File: src/rtl/dcfifo_wr_ctrl_if.sv
// Write-side bundle of the dual-clock FIFO controller: producer handshake,
// RAM write port, pointer export and the synchronized read pointer.
interface dcfifo_wr_ctrl_if #(
  parameter int unsigned ADDR_WIDTH = 4
);
  localparam int unsigned PW = ADDR_WIDTH + 1;

  logic                  wrreq;
  logic [PW-1:0]         rd_gray_sync;
  logic                  wren;
  logic [ADDR_WIDTH-1:0] wraddr;
  logic [PW-1:0]         wptr_bin;
  logic                  wrfull;
  logic [PW-1:0]         wrusedw;
  logic                  wr_drop;

  // Producer / environment side
  modport master (
    output wrreq,
    output rd_gray_sync,
    input  wren,
    input  wraddr,
    input  wptr_bin,
    input  wrfull,
    input  wrusedw,
    input  wr_drop
  );

  // Controller side
  modport slave (
    input  wrreq,
    input  rd_gray_sync,
    output wren,
    output wraddr,
    output wptr_bin,
    output wrfull,
    output wrusedw,
    output wr_drop
  );
endinterface

File: src/rtl/dcfifo_wr_ctrl.sv
// Write-domain pointer and flag controller for the dual-clock FIFO: accepts
// writes, owns the binary write pointer, and derives full/used from the synced read pointer.
module dcfifo_wr_ctrl #(
  parameter int unsigned ADDR_WIDTH = 4
) (
  input  logic           clock,
  input  logic           aclr_n,
  dcfifo_wr_ctrl_if.slave bus
);
  localparam int unsigned PW    = ADDR_WIDTH + 1;
  localparam int unsigned DEPTH = 1 << ADDR_WIDTH;

  logic [PW-1:0] wptr_q;
  logic [PW-1:0] wptr_next;
  logic [PW-1:0] rptr_bin;
  logic [PW-1:0] rptr_bin_q;
  logic [PW-1:0] used_next;
  logic [PW-1:0] usedw_q;
  logic          full_q;
  logic          drop_q;
  logic          wren_c;

  // Write acceptance depends only on registered full, so no path from the read side
  always_comb begin
    wren_c    = bus.wrreq & ~full_q;
    wptr_next = wptr_q + PW'(wren_c);
  end

  // Gray to binary: bit i is the XOR of all gray bits at or above i
  always_comb begin
    rptr_bin = '0;
    for (int i = 0; i < int'(PW); i++) begin
      rptr_bin[i] = ^(bus.rd_gray_sync >> i);
    end
  end

  // Occupancy uses the lagged read pointer, so the count errs on the full side
  always_comb begin
    used_next = wptr_next - rptr_bin_q;
  end

  // Full comes up in reset so nothing is written until the first clean edge
  always_ff @(posedge clock or negedge aclr_n) begin
    if (!aclr_n) begin
      wptr_q     <= '0;
      rptr_bin_q <= '0;
      usedw_q    <= '0;
      full_q     <= 1'b1;
      drop_q     <= 1'b0;
    end else begin
      wptr_q     <= wptr_next;
      rptr_bin_q <= rptr_bin;
      usedw_q    <= used_next;
      full_q     <= (used_next == PW'(DEPTH));
      drop_q     <= bus.wrreq & full_q;
    end
  end

  always_comb begin
    bus.wren     = wren_c;
    bus.wraddr   = wptr_q[ADDR_WIDTH-1:0];
    bus.wptr_bin = wptr_q;
    bus.wrfull   = full_q;
    bus.wrusedw  = usedw_q;
    bus.wr_drop  = drop_q;
  end
endmodule

File: src/flat_wrapper.sv
// flat-port wrapper written by rule: the top's interface ports become plain ports
module dcfifo_wr_ctrl_flat 
#(
  parameter int unsigned ADDR_WIDTH = 4
)
  (clock, aclr_n, bus_wrreq, bus_rd_gray_sync, bus_wren, bus_wraddr, bus_wptr_bin, bus_wrfull, bus_wrusedw, bus_wr_drop);
  dcfifo_wr_ctrl_if #(.ADDR_WIDTH(ADDR_WIDTH)) bus_i ();
  input  logic clock;
  input  logic aclr_n;
  input wire logic [$bits(bus_i.wrreq)-1:0] bus_wrreq;
  input wire logic [$bits(bus_i.rd_gray_sync)-1:0] bus_rd_gray_sync;
  output wire logic [$bits(bus_i.wren)-1:0] bus_wren;
  output wire logic [$bits(bus_i.wraddr)-1:0] bus_wraddr;
  output wire logic [$bits(bus_i.wptr_bin)-1:0] bus_wptr_bin;
  output wire logic [$bits(bus_i.wrfull)-1:0] bus_wrfull;
  output wire logic [$bits(bus_i.wrusedw)-1:0] bus_wrusedw;
  output wire logic [$bits(bus_i.wr_drop)-1:0] bus_wr_drop;
  assign bus_i.wrreq = bus_wrreq;
  assign bus_i.rd_gray_sync = bus_rd_gray_sync;
  assign bus_wren = bus_i.wren;
  assign bus_wraddr = bus_i.wraddr;
  assign bus_wptr_bin = bus_i.wptr_bin;
  assign bus_wrfull = bus_i.wrfull;
  assign bus_wrusedw = bus_i.wrusedw;
  assign bus_wr_drop = bus_i.wr_drop;
  dcfifo_wr_ctrl #(.ADDR_WIDTH(ADDR_WIDTH)) u_core (.clock(clock), .aclr_n(aclr_n), .bus(bus_i));
endmodule
File: config.mk
export PLATFORM = sky130hd
export DESIGN_NAME = dcfifo_wr_ctrl_flat
export DESIGN_NICKNAME = d
export VERILOG_FILES = /design/src/rtl/dcfifo_wr_ctrl_if.sv /design/src/rtl/dcfifo_wr_ctrl.sv /design/src/flat_wrapper.sv
export SDC_FILE = /design/constraint.sdc
export NUM_CORES = 1
export LEC_CHECK = 0
export CORE_MARGIN = 2
export CORE_UTILIZATION = 47
export CTS_CLUSTER_SIZE = 14
export DETAILED_ROUTE_END_ITERATION = 6
export HOLD_SLACK_MARGIN = 0.02
export PLACE_DENSITY = 0.8
export SYNTH_ARGS = -nofsm -noshare
export SYNTH_HDL_FRONTEND = slang
export SYNTH_SLANG_ARGS = --single-unit
File: constraint.sdc
create_clock -name clock -period 4.89 [get_ports clock]
set_input_delay 0.978 -clock clock [delete_from_list [all_inputs] [get_ports clock]]
set_output_delay 0.978 -clock clock [all_outputs]
set_load 0.05 [all_outputs]
==> results.txt, run 1 <==
Buffers added to address setup during post-CTS repair amount to 0. The die height came out at 44.2 um. For this run, the share of the core covered by cells in the final layout is 0.675. The largest family of logic cells by synthesized area is adder cells.

The area share of xor/xnor cells in the synthesized design came out at 0.122. The I/O pin count is 25. After synthesis the netlist holds a flip-flop and latch count of 17. Signal routing reaches up to met3. In the final design database the tool counted 100 nets. The top achievable clock speed is 292 MHz. In the synthesized netlist, the number of instances is 60. The H-tree level count is 1. The total of endpoints with negative setup slack in the final report is 0. The cell area after technology mapping came out at 761 um2. The number of antenna violations at the first check in global routing came out at 0.

The area inside the core boundary came out at 1510 um2. The share of layout cells above drive strength 1 came out at 0.0476. For the final routed database, the setup TNS stands at 0 ns. The first global-routing pass estimated 2120 um of wire. Counting flops with a built-in enable in the synthesized netlist gives 0. For the worst setup path, the data required time is 3.91 ns. The proportion of netlist area held by the largest area contributor is 0.526.

The total length of routed met2 wires came out at 610 um. The final critical delay including setup and external delays is 3.42 ns. The pin count of the biggest net entering global routing came out at 18.

The number of placement rows is 14. The post-synthesis compound-gate area fraction was 0.0362. For this configuration, the core starts out at a cell density of 0.505. The number of violations reported at the end of detailed-routing iteration 0 is 6. In this run the tool buffered the top-level ports with 24 buffer cells. The repair_antennas step left the layout with diodes totalling 0. The cell with the biggest individual delay on the critical path is sky130_fd_sc_hd__clkdlybuf4s50_1. The buffering stage count on the worst path with inverters included is 2.

The hold-fix buffer count after cts came out at 0. The multiplexer share of the synthesized area came out at 0. In the synthesized netlist the dominant register cell turns out to be sky130_fd_sc_hd__dfrtp_1.

The clock reaches the later pin of the worst-skew pair after 0.28 ns. The HPWL after detailed placement is 959 um. The maximum buffer depth of the clock tree came out at 2.

The clock transition at the register clock pins on the worst setup and hold paths after CTS is 0.09 ns. The number of global-route vias before repair is 514. Before antenna repair, the detailed router went through 4 iterations. The arrival time of data at the critical path endpoint is 2.44 ns. The most common library cell in the layout ignoring fill and taps is sky130_fd_sc_hd__clkdlybuf4s50_1. The final-layout fill cell count came out at 116. The largest stage delay on the critical path came out at 0.83 ns. Global routing finished with a remaining overflow of 0. Grouping stages by cell kind, the critical path spends the most delay in buffers and inverters.

The synthesis-to-layout area growth came out at 33.7%. The share of the Yosys chip area taken by registers is 0.561. The worst setup path is captured at an output port. The largest clock skew in the final design is 0.00456 ns. The per-cell via count in the routed design came out at 4.92. The actual slew at the worst max-slew pin is 0.718 ns. After synthesis, the mean cell area works out to 12.7 um2. The number of remaining DRC errors is 0. The critical path class is input pin to output port. Synthesis produced a netlist with a net count of 75.

TritonCTS built the clock tree. In this run the tightest slew margin relative to its limit is 0.520. Traced cell by cell, the critical path runs through clkdlybuf4s50_1 > nor2b_1 > clkdlybuf4s50_1.

Setup repair after global routing left no endpoint under its margin. The remaining number of nets flagged by the antenna check after routing is 0. Dividing the final minimum period by the clock period gives 0.699. The total clock buffers created by CTS came out at 3.

The maximum fanout count along the critical path came out at 2. The most numerous cell type found on the critical path is sky130_fd_sc_hd__clkdlybuf4s50_1. Yosys mapped the design onto 20 distinct sky130hd cell types.

The all-layer global routing usage came out at 0.156. For this block, the routed nets add up to 1160 um of wire. The total number of vias is 492. The library cells used most frequently in the layout, excluding fill and tap cells, are 24 x sky130_fd_sc_hd__clkdlybuf4s50_1, 16 x sky130_fd_sc_hd__dfrtp_1, 8 x sky130_fd_sc_hd__inv_1, 6 x sky130_fd_sc_hd__ha_1, 5 x sky130_fd_sc_hd__xor2_1. In this run the worst hold path is classified as flop to flop. The routed wirelength normalized by instance count came out at 11.6 um. The max-capacitance violation count came out at 0. The die outline width is 44.2 um. The final-report max-slew violation count came out at 0. The post-synthesis share of cell area spent on full adders, half adders and majority gates is 0.125.

The number of hold-slack violations in the final timing report was 0. STA classifies the critical path startpoint as an input pin. The area of the die came out at 1960 um2. The Yosys step of the flow raised 0 warnings. The run finished with clean final reports. The tree is rooted in a sky130_fd_sc_hd__clkbuf_4. The largest total area in the synthesized netlist belongs to sky130_fd_sc_hd__dfrtp_1.

The placer congestion estimate came out at 0.820. The routed length on met3 came out at 83 um. Of the total synthesized cell area, the portion taken by AND, OR, NAND and NOR gates is 0.0773. Counting flops with an async set or reset pin after synthesis yields a share of 1.00. The tree built by TritonCTS fans out to 17 sinks.

For this block, wires on met1 add up to 469 um. Yosys attributes the largest share of cell area to sky130_fd_sc_hd__dfrtp_1 53%, sky130_fd_sc_hd__ha_1 9.9%, sky130_fd_sc_hd__xor2_1 5.8%. In this run, post-CTS repair resized a total of 0 instances.
[worst paths after layout]
check / start / end / slack (ns) / depth (start not counted)
min: u_core.bus.wptr_bin[4] / u_core.bus.wptr_bin[4] / 0.52 / 1
max reg2reg: u_core.bus.wrfull / u_core.bus.wrfull / 2.48 / 9
max: bus_wrreq / bus_wren / 1.47 / 3
max in group asynchronous: aclr_n / u_core.rptr_bin_q[2] / 3.32 / 1
min in group asynchronous: aclr_n / u_core.bus.wptr_bin[0] / 1.11 / 1
min reg2reg: u_core.bus.wptr_bin[4] / u_core.bus.wptr_bin[4] / 0.52 / 1
[metal layers]
metal	GRT usage	vias to the layer above
met3	0.0245	0
met1	0.187	238
met2	0.265	23
met5	0	-
li1	-	231
met4	0.0909	0
[through the flow]
| stage | worst slack (ns) | hold slack, ns | std cells | area [um2] |
|---|---|---|---|---|
| CTS | 1.45 | 0.531 | 100 | 1020 |
| detailed placement | 1.46 | 0.514 | 96 | 991 |
| global route | 1.38 | 0.580 | 100 | 1020 |
| floorplan | 1.53 | 0.506 | 60 | 761 |
| global placement | 1.49 | 0.512 | 96 | 991 |
| finish | 1.47 | 0.521 | 100 | 1020 |
[flip-flops by register name, summed over array words and instances, names as in the netlist]
register             cells
u_core.bus.wrusedw       5
u_core.rptr_bin_q        5
u_core.bus.wrfull        1
u_core.bus.wr_drop       1
u_core.bus.wptr_bin      5
[area by class of cell]
cell class	count	area, um2	area share
clock buffers	4	26.3	0.0258
repair buffers	24	240	0.236
flip-flops and latches	17	427	0.419
well taps	16	20.0	0.0197
multi-input cells	31	274	0.269
inverters	8	30.0	0.0295
[cells in the mapped netlist, types with 2 or more instances]
cell type	n
sky130_fd_sc_hd__nor2_1	3
sky130_fd_sc_hd__buf_4	4
sky130_fd_sc_hd__xnor2_1	3
sky130_fd_sc_hd__inv_1	8
sky130_fd_sc_hd__dfrtp_1	16
sky130_fd_sc_hd__ha_1	6
sky130_fd_sc_hd__nand3_1	2
sky130_fd_sc_hd__xor2_1	5
sky130_fd_sc_hd__nor2b_1	2
[cells by family after synthesis]
| group | Yosys count |
|---|---|
| buf+inv | 12 |
| flops | 17 |
| fa+ha+maj | 7 |
| simple gates | 11 |
| xor+xnor | 9 |
| compound gates | 4 |
Power of run 1 is not shown: default switching activity piles up to over one toggle a cycle in this logic, so the estimate is an artifact.
==> run 2: changes to the inputs <==
- CORE_UTILIZATION: 47 -> 39
- PLACE_DENSITY: 0.8 -> 0.7
- clock period: 4.89 -> 3.1 ns (I/O delays scaled with it)
==> results.txt, run 2 (synthesis results as in run 1) <==
The flow ran to the end, and the final reports show no timing, DRC or antenna violations. The global-route wire length before repair is 1910 um. Summing all multi-input logic gate instances after layout gives 274 um2. CTS saw 17 sinks.

The path class of the tightest hold or removal check is flop to flop. The synthesis-to-layout area growth is 35.2%. The maximum buffer depth of the clock tree is 2. The post-cts resize count came out at 0. The post-place instance area is 1000 um2.

The number of violations reported at the end of detailed-routing iteration 0 is 2. The footprint of the flip-flops and latches came out at 427 um2. The largest clock skew in the final design is 0.00260 ns. The routed design uses 554 um of met2 wire. The area inside the core boundary is 1780 um2.

Along the worst path, the maximum fanout reaches 2. In this run the top signal layer used is met4. Dividing the detail-routed wire length by the instance count gives 10.6 um. The remaining number of nets flagged by the antenna check after routing is 0.

The H-tree level count came out at 1. The share of layout cells above drive strength 1 came out at 0.0476. The met1 wire length came out at 500 um.

The post-route cell area came out at 1030 um2. The clock transition at the register clock pins on the worst setup and hold paths after CTS came out at 0.09 ns. The signal on the critical path passes through clkdlybuf4s50_1 > nor2b_1 > clkdlybuf4s50_1. For this configuration, the core starts out at a cell density of 0.427. Setup violations remaining at the end of the flow were counted as 0. The number of hold-slack violations in the final timing report came out at 0. The detailed placer's ending HPWL is 962 um. In this run, CTS created clock tree buffers numbering 3. The worst endpoint required time came out at 2.48 ns. The antenna diode count came out at 0. Buffers inserted to repair hold after CTS numbered 0. From bottom edge to top edge, the die measures 48.2 um. The routed length on met3 came out at 80 um.

Leaving out fill and tap cells, the most frequent cells in the layout are 24 x sky130_fd_sc_hd__clkdlybuf4s50_1, 16 x sky130_fd_sc_hd__dfrtp_1, 8 x sky130_fd_sc_hd__inv_1, 6 x sky130_fd_sc_hd__ha_1, 5 x sky130_fd_sc_hd__xor2_1. The all-layer global routing usage came out at 0.124. The final-report max-slew violation count came out at 0. The post-CTS setup buffer count came out at 0. The sum of overflow across all layers after global routing is 0. The ratio of final minimum period to clock period came out at 0.879. The max-capacitance violation count came out at 0. Buffers placed on the I/O ports in this run total 24. The clock latency on the worst-skew pair came out at 0.29 ns. The arrival time of data at the critical path endpoint is 2.10 ns.

By instance count, the cell type seen most on the critical path is sky130_fd_sc_hd__clkdlybuf4s50_1. The total number of vias is 482. The number of remaining DRC errors came out at 0. The floorplan has 15 rows.

In this design, the largest share of critical-path delay is due to buffers and inverters. The critical path is of the input pin to output port type. The most common library cell in the layout ignoring fill and taps is sky130_fd_sc_hd__clkdlybuf4s50_1.

The clock tree from TritonCTS is yes. The buffering stage count on the worst path with inverters included is 2. The cell at the root of the clock tree is sky130_fd_sc_hd__clkbuf_4.

The critical path launch point type is an input pin. The actual slew at the worst max-slew pin came out at 0.726 ns. On the critical path, the stage with the largest delay is an instance of sky130_fd_sc_hd__clkdlybuf4s50_1. The per-cell via count in the routed design came out at 4.42. The die covers 2320 um2. The I/O pin count came out at 25. The first-pass iteration count of the detailed router came out at 2.

The die outline width is 48.2 um. The endpoint type of the worst setup path is an output port. At the end of the flow, the number of nets in the layout was 100. The placer congestion estimate is 0.694.

Measured against its own limit, the worst slew margin works out to 0.515. The number of global-route vias before repair came out at 465. The final-layout fill cell count came out at 159. Setup repair after global routing left no endpoint under its margin. The summed negative setup slack over all endpoints is 0 ns. The number of antenna violations at the first check in global routing is 0.

The final critical delay including setup and external delays came out at 2.72 ns. The top achievable clock speed came out at 367 MHz. The largest stage delay on the critical path is 0.83 ns. The total detailed-routing wirelength came out at 1160 um.

Entering global routing, the biggest net connects 18 pins.
==> run 2: area by class of cell <==
class | count | area share
flip-flops and latches | 17 | 0.415
multi-input cells | 31 | 0.266
repair buffers | 24 | 0.234
well taps | 25 | 0.0304
inverters | 8 | 0.0292
clock buffers | 4 | 0.0255
==> run 2: worst min-delay path, cell delays in order, from the launching register on <==
cell and delay (ns):
sky130_fd_sc_hd__dfrtp_1 0.34, sky130_fd_sc_hd__ha_1 0.12, sky130_fd_sc_hd__inv_1 0.04
==> run 2: path summary, 6_finish.rpt <==
check	from	to	slack, ns	depth (start not counted)
worst max-delay path	bus_wrreq	bus_wren	0.38	3
worst min-delay path	u_core.rptr_bin_q[0]	u_core.bus.wrusedw[0]	0.54	2
worst max register to register	u_core.bus.wrfull	u_core.bus.wrfull	0.73	9
worst min register to register	u_core.rptr_bin_q[0]	u_core.bus.wrusedw[0]	0.54	2
max in group asynchronous	aclr_n	u_core.bus.wptr_bin[1]	1.89	1
min in group asynchronous	aclr_n	u_core.bus.wptr_bin[3]	0.76	1
==> run 2: through the flow <==
step,hold slack [ns],utilization,cells,setup WS [ns]
floorplan,0.324,-,60,0.101
CTS,0.544,0.577,109,0.374
detailed placement,0.529,0.562,105,0.135
finish,0.539,0.577,109,0.376
global route,0.555,0.577,109,0.299
global placement,0.518,0.562,105,0.170
==> run 2: per-layer routing <==
layer / global-route usage / up-vias
met5: 0 / -
met4: 0.0811 / 0
met3: 0.0333 / 2
met2: 0.208 / 24
met1: 0.136 / 223
li1: - / 233
Power of run 2 is left out for the same reason.
==> run 3: changes to the inputs <==
- CORE_MARGIN: 2 -> 3
==> results.txt, run 3 (synthesis results as in run 1) <==
The headroom to the max-slew limit came out at 0.509. In this run the post-CTS setup repair buffer count came out at 0. The sum of overflow across all layers after global routing came out at 0. The path length in cells of the critical path came out at 10. The critical path contains buffers and inverters numbering 2 combined. The actual slew at the worst max-slew pin is 0.734 ns. The number of placement rows is 15. The max-capacitance violation count came out at 0. Setup repair after global routing left no endpoint under its margin. The signal on the critical path passes through clkdlybuf4s50_1 > nor2b_1 > ha_1 > ha_1 > inv_1 > fa_1 > nand2b_1 > a21oi_1 > xnor3_1 > o211a_1.

The all-layer global routing usage is 0.123. The number of hold-slack violations in the final timing report came to 0. The floorplan step defined a die boundary enclosing 2520 um2. The total detailed-routing wirelength came out at 1330 um. The endpoint type of the worst setup path is a flop. The clock passes through at most 2 buffers. For the worst-skew pair, the clock arrives at the later sink with an insertion delay of 0.29 ns. Clock skew on the completed layout was measured at 0.000883 ns. The clock transition at the register clock pins on the worst setup and hold paths after CTS came out at 0.09 ns. The hold slack is 0.524 ns. The final-layout fill cell count is 150. The global-route wire length before repair came out at 2270 um. The number of antenna violations at the first check in global routing is 0.

The critical path class is input pin to flop. Gates resized during post-CTS repair numbered 0. The final-report max-slew violation count is 0. Clock tree synthesis inserted a total of 3 buffers.

The die outline width came out at 50.2 um. The repair_antennas step left the layout with diodes totalling 0. The run finished with clean final reports. The routed wirelength normalized by instance count came out at 12.2 um. The hold-critical path depth came out at 1. Counting stages on the worst path, the most repeated cell is sky130_fd_sc_hd__ha_1. The total of endpoints with negative setup slack in the final report is 0.

The tightest min-delay check is of the flop to flop type. The count of input and output buffers came out at 24. The detailed placer's ending HPWL is 1060 um.

The per-cell via count in the routed design came out at 4.51. Counting every sink on the clock net gives 17. For the worst setup path, the data required time is 3.33 ns. The total number of vias came out at 492.

In this run the count of I/O pins placed on the die edge is 25. The post-route cell area came out at 1030 um2. The number of hold buffers added after CTS was 0. The top achievable clock speed came out at 366 MHz. The number of global-route vias before repair came out at 524. The clock tree from TritonCTS is yes. The count of nets left with antenna violations once routing finished came out at 0. The share of layout cells above drive strength 1 came out at 0.0476.

The die is 50.2 um tall. The placer congestion estimate is 0.663. The cell at the root of the clock tree is sky130_fd_sc_hd__clkbuf_4.

The cell with the biggest individual delay on the critical path is sky130_fd_sc_hd__fa_1. The number of remaining DRC errors came out at 0. The summed negative setup slack over all endpoints came out at 0 ns.

Entering global routing, the biggest net connects 18 pins. The maximum fanout count along the critical path is 3. The number of violations reported at the end of detailed-routing iteration 0 came out at 4. The total area inside the core boundary comes to 1780 um2.

In this run the cell area measured after placement is 1000 um2. The number of cells on the worst reg-to-reg path is 9. After the last flow step, the layout net total stands at 100. At the worst endpoint, the arrival time is 2.96 ns. The largest single stage delay on the critical path is 0.43 ns. In the finished design, the share of the clock period the worst path needs comes to 0.882. Leaving out fill and tap cells, the most frequent cell in the layout is sky130_fd_sc_hd__clkdlybuf4s50_1. The top cell family by delay on the critical path is adder cells. The top cell types in the final layout, fill and taps aside, are 24 x sky130_fd_sc_hd__clkdlybuf4s50_1, 16 x sky130_fd_sc_hd__dfrtp_1, 8 x sky130_fd_sc_hd__inv_1, 6 x sky130_fd_sc_hd__ha_1, 5 x sky130_fd_sc_hd__xor2_1. STA classifies the critical path startpoint as an input pin. The area growth from synthesis to layout is 35.2%. The final critical delay including setup and external delays came out at 2.73 ns. The initial core utilization is 0.427. The first-pass iteration count of the detailed router came out at 2. The H-tree level count is 1.
-- run 3: area by class of cell --
cell class                 count  area (um2)  share of cell area
clock buffer                   4        26.3              0.0255
sequential                    17         427               0.415
inverter                       8        30.0              0.0292
multi-input combinational     31         274               0.266
tap                           25        31.3              0.0304
timing repair buffer          24         240               0.234
-- run 3: final timing paths --
kind | slack [ns] | to | startpoint
worst max-delay path | 0.37 | u_core.bus.wrfull | bus_wrreq
worst min-delay path | 0.52 | u_core.bus.wptr_bin[4] | u_core.bus.wptr_bin[4]
worst max register to register | 0.65 | u_core.bus.wrfull | u_core.bus.wrfull
worst min register to register | 0.52 | u_core.bus.wptr_bin[4] | u_core.bus.wptr_bin[4]
max in group asynchronous | 1.88 | u_core.rptr_bin_q[2] | aclr_n
min in group asynchronous | 0.76 | u_core.bus.wptr_bin[3] | aclr_n
-- run 3: per-layer routing --
metal | track usage | wire length [um] | vias up
met5 | 0 | 0 | -
met4 | 0.0691 | 34 | 0
met3 | 0.0356 | 128 | 4
met2 | 0.215 | 663 | 25
met1 | 0.129 | 508 | 230
li1 | - | - | 233
-- run 3: stage by stage --
| stage | std cells | setup WS, ns | util |
|---|---|---|---|
| after floorplan | 60 | 0.101 | - |
| after global placement | 105 | 0.118 | 0.562 |
| after detailed placement | 105 | 0.0860 | 0.562 |
| after CTS | 109 | 0.377 | 0.577 |
| after global routing | 109 | 0.270 | 0.577 |
| final | 109 | 0.367 | 0.577 |
Power of run 3 is left out for the same reason.
